File: config.mk
export PLATFORM = sky130hd
export DESIGN_NAME = led_blink_top
export DESIGN_NICKNAME = d
export VERILOG_FILES = /design/src/rtl/led_blink_top.sv
export SDC_FILE = /design/constraint.sdc
export NUM_CORES = 1
export LEC_CHECK = 0
export BUFFER_PORTS_ARGS = -buffer_cell sky130_fd_sc_hd__buf_2
export CORE_MARGIN = 1
export CORE_UTILIZATION = 37
export CTS_CLUSTER_DIAMETER = 50
export DETAILED_ROUTE_END_ITERATION = 10
export PLACE_DENSITY = 0.76
export RECOVER_POWER = 50
export SYNTH_ARGS = -nofsm -noshare
export SYNTH_HDL_FRONTEND = slang
export SYNTH_SLANG_ARGS = --single-unit
File: constraint.sdc
create_clock -name clk -period 1.8 [get_ports clk]
set_clock_uncertainty 0.1 [all_clocks]
set_input_delay 0.18 -clock clk [delete_from_list [all_inputs] [get_ports clk]]
set_output_delay 0.18 -clock clk [all_outputs]
set_load 0.02 [all_outputs]
File: src/rtl/led_blink_top.sv
// CSR-controlled LED blinker.
// CONTROL (0x0) holds ENABLE and BLINK_RATE; STATUS (0x4) reports the LED
// state and a running toggle count. The LED half-period is
// BLINK_RATE*CLK_DIV cycles, counted from the most recent CONTROL write.
module led_blink_top #(
  parameter int CLK_DIV = 4,
  parameter int CNT_W   = 8
) (
  input  logic        clk,
  input  logic        rst_n,
  input  logic [31:0] csr_addr,
  input  logic [31:0] csr_wdata,
  input  logic        csr_write,
  output logic [31:0] csr_rdata,
  output logic        led_out
);

  localparam logic [31:0] ADDR_CTRL = 32'h0000_0000;
  localparam logic [31:0] ADDR_STAT = 32'h0000_0004;

  logic             ctrl_en;
  logic [3:0]       ctrl_rate;
  logic [CNT_W-1:0] cnt;
  logic             phase;
  logic [7:0]       toggle_cnt;

  logic             ctrl_wr;
  logic             blinking;
  logic [CNT_W-1:0] half_m1;
  logic             wrap;

  // Only the low five write-data bits land in a register.
  logic unused_wdata;
  assign unused_wdata = ^csr_wdata[31:5];

  assign ctrl_wr  = csr_write && (csr_addr == ADDR_CTRL);
  assign blinking = ctrl_en && (ctrl_rate != 4'd0);
  // Last count value of a half-period; only meaningful while blinking.
  assign half_m1  = CNT_W'(ctrl_rate) * CNT_W'(CLK_DIV) - CNT_W'(1);
  assign wrap     = (cnt == half_m1);

  // CONTROL register: low five bits of the write data, rest discarded.
  always_ff @(posedge clk or negedge rst_n) begin
    if (!rst_n) begin
      ctrl_en   <= 1'b0;
      ctrl_rate <= 4'd0;
    end else if (ctrl_wr) begin
      ctrl_en   <= csr_wdata[0];
      ctrl_rate <= csr_wdata[4:1];
    end
  end

  // Blink engine. A CONTROL write restarts the half-period from zero and
  // takes priority over a wrap at the same edge, so a rate change never
  // produces a toggle on the write edge itself.
  always_ff @(posedge clk or negedge rst_n) begin
    if (!rst_n) begin
      cnt        <= '0;
      phase      <= 1'b0;
      toggle_cnt <= 8'd0;
    end else if (ctrl_wr) begin
      cnt <= '0;
      if (!csr_wdata[0]) phase <= 1'b0;
    end else if (!ctrl_en) begin
      cnt   <= '0;
      phase <= 1'b0;
    end else if (blinking) begin
      if (wrap) begin
        cnt        <= '0;
        phase      <= ~phase;
        toggle_cnt <= toggle_cnt + 8'd1;
      end else begin
        cnt <= cnt + CNT_W'(1);
      end
    end else begin
      cnt <= '0;
    end
  end

  // LED is a function of registered state only, so CSR input activity
  // cannot glitch the pin.
  always_comb begin
    led_out = ctrl_en & (phase | (ctrl_rate == 4'd0));
  end

  // Zero-latency read mux, decoded by exact address match.
  always_comb begin
    csr_rdata = 32'h0;
    case (csr_addr)
      ADDR_CTRL: csr_rdata = {27'h0, ctrl_rate, ctrl_en};
      ADDR_STAT: csr_rdata = {16'h0, toggle_cnt, 7'h0, led_out};
      default:   csr_rdata = 32'h0;
    endcase
  end

endmodule

==> metrics.txt <==
maximum clock rate between 500 and 600 MHz; Yosys top cell area share 0.379; GRT overflow 0; Clock Sinks 22; crit-path cells inv_2 > buf_4 > ha_4 > xnor2_2 > a211oi_2 > a21o_2 > and4_4 > nand3_1 > xnor2_1; top_reg_cell synth dfrtp_1; row count 22; crit share post-route 1.11; crit-path max cell delay ~380 ps; Slew Limit Fails 0; global-route wire length before repair ~5200 µm; Crit Path Category reg -> reg; nature of the critical path endpoint register; antenna cells 0; failing checks setup timing; min Tclk post-route 1990 ps; worst vdd ir between 400 and 500 µV; number of routed nets with antenna violations 0; sw power roughly 0.23 mW; Synth area leaders dfrtp_1, buf_4, xnor2_1; core box area between 3000 and 4000 µm²; worst path required time around 1900 ps; final HPWL from detailed placement around 2500 µm; drc violations 0; leakage ~1.1 nW; actual slew at the worst max-slew pin about 1200 ps; clk buf depth 2; CTS tree yes; EDFF count, synth 0; final core utilization 0.574; Area Overhead vs Synth 46.8%; nets around 300; drt total wl 3590 µm; final setup fails 17; RSZ-0062 raised after global routing yes; max_slew headroom 0.200; Comb power frac 0.122; FFs w/ async S/R, synth 1.00; share of cells above drive strength 1 0.518; starting density of the core 0.391; Min-Delay Path Class in -> reg; Syn Inst Count about 150; Worst Setup Start Kind register; via count 1,343; H-tree lvl count 1; FF+latch count, synth 22; Skew-Pair Late Insertion Delay roughly 260 ps; internal power around 0.73 mW; First DRT Iteration DRCs 37; crit-path max FO 4; Avg Inst Size Synth ~9.6 µm²; Worst Setup Slack, final -190 ps; initial antenna violation count 0; total track usage 0.160; synthesized area roughly 1500 µm²; MaxCap Viol Count 0; vias in the first global route between 1,000 and 1,500; setup TNS -2270 ps; routed length per instance between 10 and 15 µm; Final Hold Viols 0; IO buf count 53; Distinct cells, synth 36; DR pass1 iterations 4; Via-to-Cell Ratio 4.90; clock network fraction of design power 0.362; GP Congestion about 0.8; DIE HEIGHT around 65 µm; sequential share of power 0.516; sequential cell area fraction in the yosys report 0.379; placed cells between 200 and 300; Final Non-Filler Cells roughly 270; status finished with violations; Ys Warns 0; Synth area leader dfrtp_1; power density cells 449 nW/µm²; critical path's slowest cell dfrtp_1; clk slew on worst S/H paths 70 ps; Die Wd between 60 and 70 µm; switching portion of total power 0.238; largest net degree at the start of global routing 23; die footprint 4180 µm²; worst path arrival time 2040 ps; CTS root buf clkbuf_8; # IOs 100; Num CTS Buffers 3
## state kept, by name, indices dropped and copies added, names as in the netlist
name	flops
cnt	8
ctrl_rate	4
toggle_cnt	8
phase	1
ctrl_en	1
## critical path, delay by kind of cell, from the launching register on
| family | cells | cell delay [ps] |
|---|---|---|
| xor+xnor | 2 | 270 |
| compound gates | 2 | 380 |
| simple gates | 2 | 360 |
| buf+inv | 2 | 210 |
| fa+ha+maj | 1 | 170 |
| flops | 1 | 380 |
## synth_stat cells (all sizes together), types with 4 or more instances
master and number:
dfrtp 22, mux2 5, nor4 10, ha 4, xnor2 11, nor2 11
and3 16, buf 19, xor2 7, inv 5, nor3 4, nand3 13
## per-layer routing
| metal | track usage | vias to the layer above | part of all wire |
|---|---|---|---|
| met1 | 0.193 | 649 | 0.43 |
| met4 | 0.0361 | 0 | 0.017 |
| met5 | 0 | - | 0 |
| li1 | - | 651 | - |
| met2 | 0.286 | 37 | 0.52 |
| met3 | 0.0370 | 6 | 0.037 |
## kinds of logic after synthesis
group	after synthesis	share of synthesized area
and+or+nand+nor	66	0.271
buffers and inverters	26	0.117
DFF	22	0.379
xor gates and xnor gates	18	0.108
AOI/OAI and AO/OA	10	0.0491
muxes	5	0.0387
adders and majority gates	4	0.0344
other	1	0.00258
## worst paths after layout
check / startpoint / endpoint / slack (ps) / cells past startpoint
min in group asynchronous: rst_n / cnt[3] / 580 / 2
max reg2reg: ctrl_rate[1] / toggle_cnt[6] / -190 / 9
max: ctrl_rate[1] / toggle_cnt[6] / -190 / 9
max in group asynchronous: rst_n / ctrl_rate[3] / 220 / 2
min: csr_wdata[1] / ctrl_rate[0] / 50 / 2
min reg2reg: toggle_cnt[7] / toggle_cnt[7] / 370 / 1
## repair_timing
item,4_1_cts,5_1_grt
buffers inserted,1,4
setup endpoints to repair,17,30
hold endpoints to repair,22,0
hold buffers,1,0
resized for setup,5,35
pin swaps,4,16
## through the flow
| stage | hold slack (ps) | cell area (µm²) | setup WS, ps | power [mW] |
|---|---|---|---|---|
| floorplan | -216 | 1550 | -56.9 | 0.578 |
| global placement | 63.6 | 1830 | -88.2 | 0.599 |
| detailed placement | 70.2 | 1830 | -148 | 0.601 |
| CTS | 36.2 | 1920 | -165 | 0.952 |
| global route | 34.3 | 2130 | -304 | 0.997 |
| finish | 45.6 | 2130 | -190 | 0.957 |
## layout by cell type, fill, tap and decap left out, types with 4 or more instances in the layout
cell type,Yosys,routed
nor2_1,11,4
and3_1,14,13
mux2_2,4,4
conb_1,1,19
nor4_4,0,4
buf_4,19,20
dfrtp_1,22,21
buf_2,0,49
nor2_4,0,4
xnor2_1,11,10
xor2_1,7,7
clkbuf_8,0,4
nand3_1,12,11
## power by group through the flow
stage	combinational [mW]	sequential (mW)	clock (mW)
after detailed placement	0.0970	0.504	0
after CTS	0.0987	0.494	0.360
after global routing	0.128	0.494	0.375
final	0.117	0.494	0.346
after floorplan	0.0747	0.504	0
after global placement	0.0955	0.504	0
## layout make-up
class | count | area [µm²]
fill | 308 | 1580
multi-input combinational | 122 | 1020
sequential | 22 | 552
timing repair buffer | 73 | 432
tap | 48 | 60.1
clock buffer | 4 | 55.1
inverter | 5 | 18.8
(Power assumes the default switching activity.)
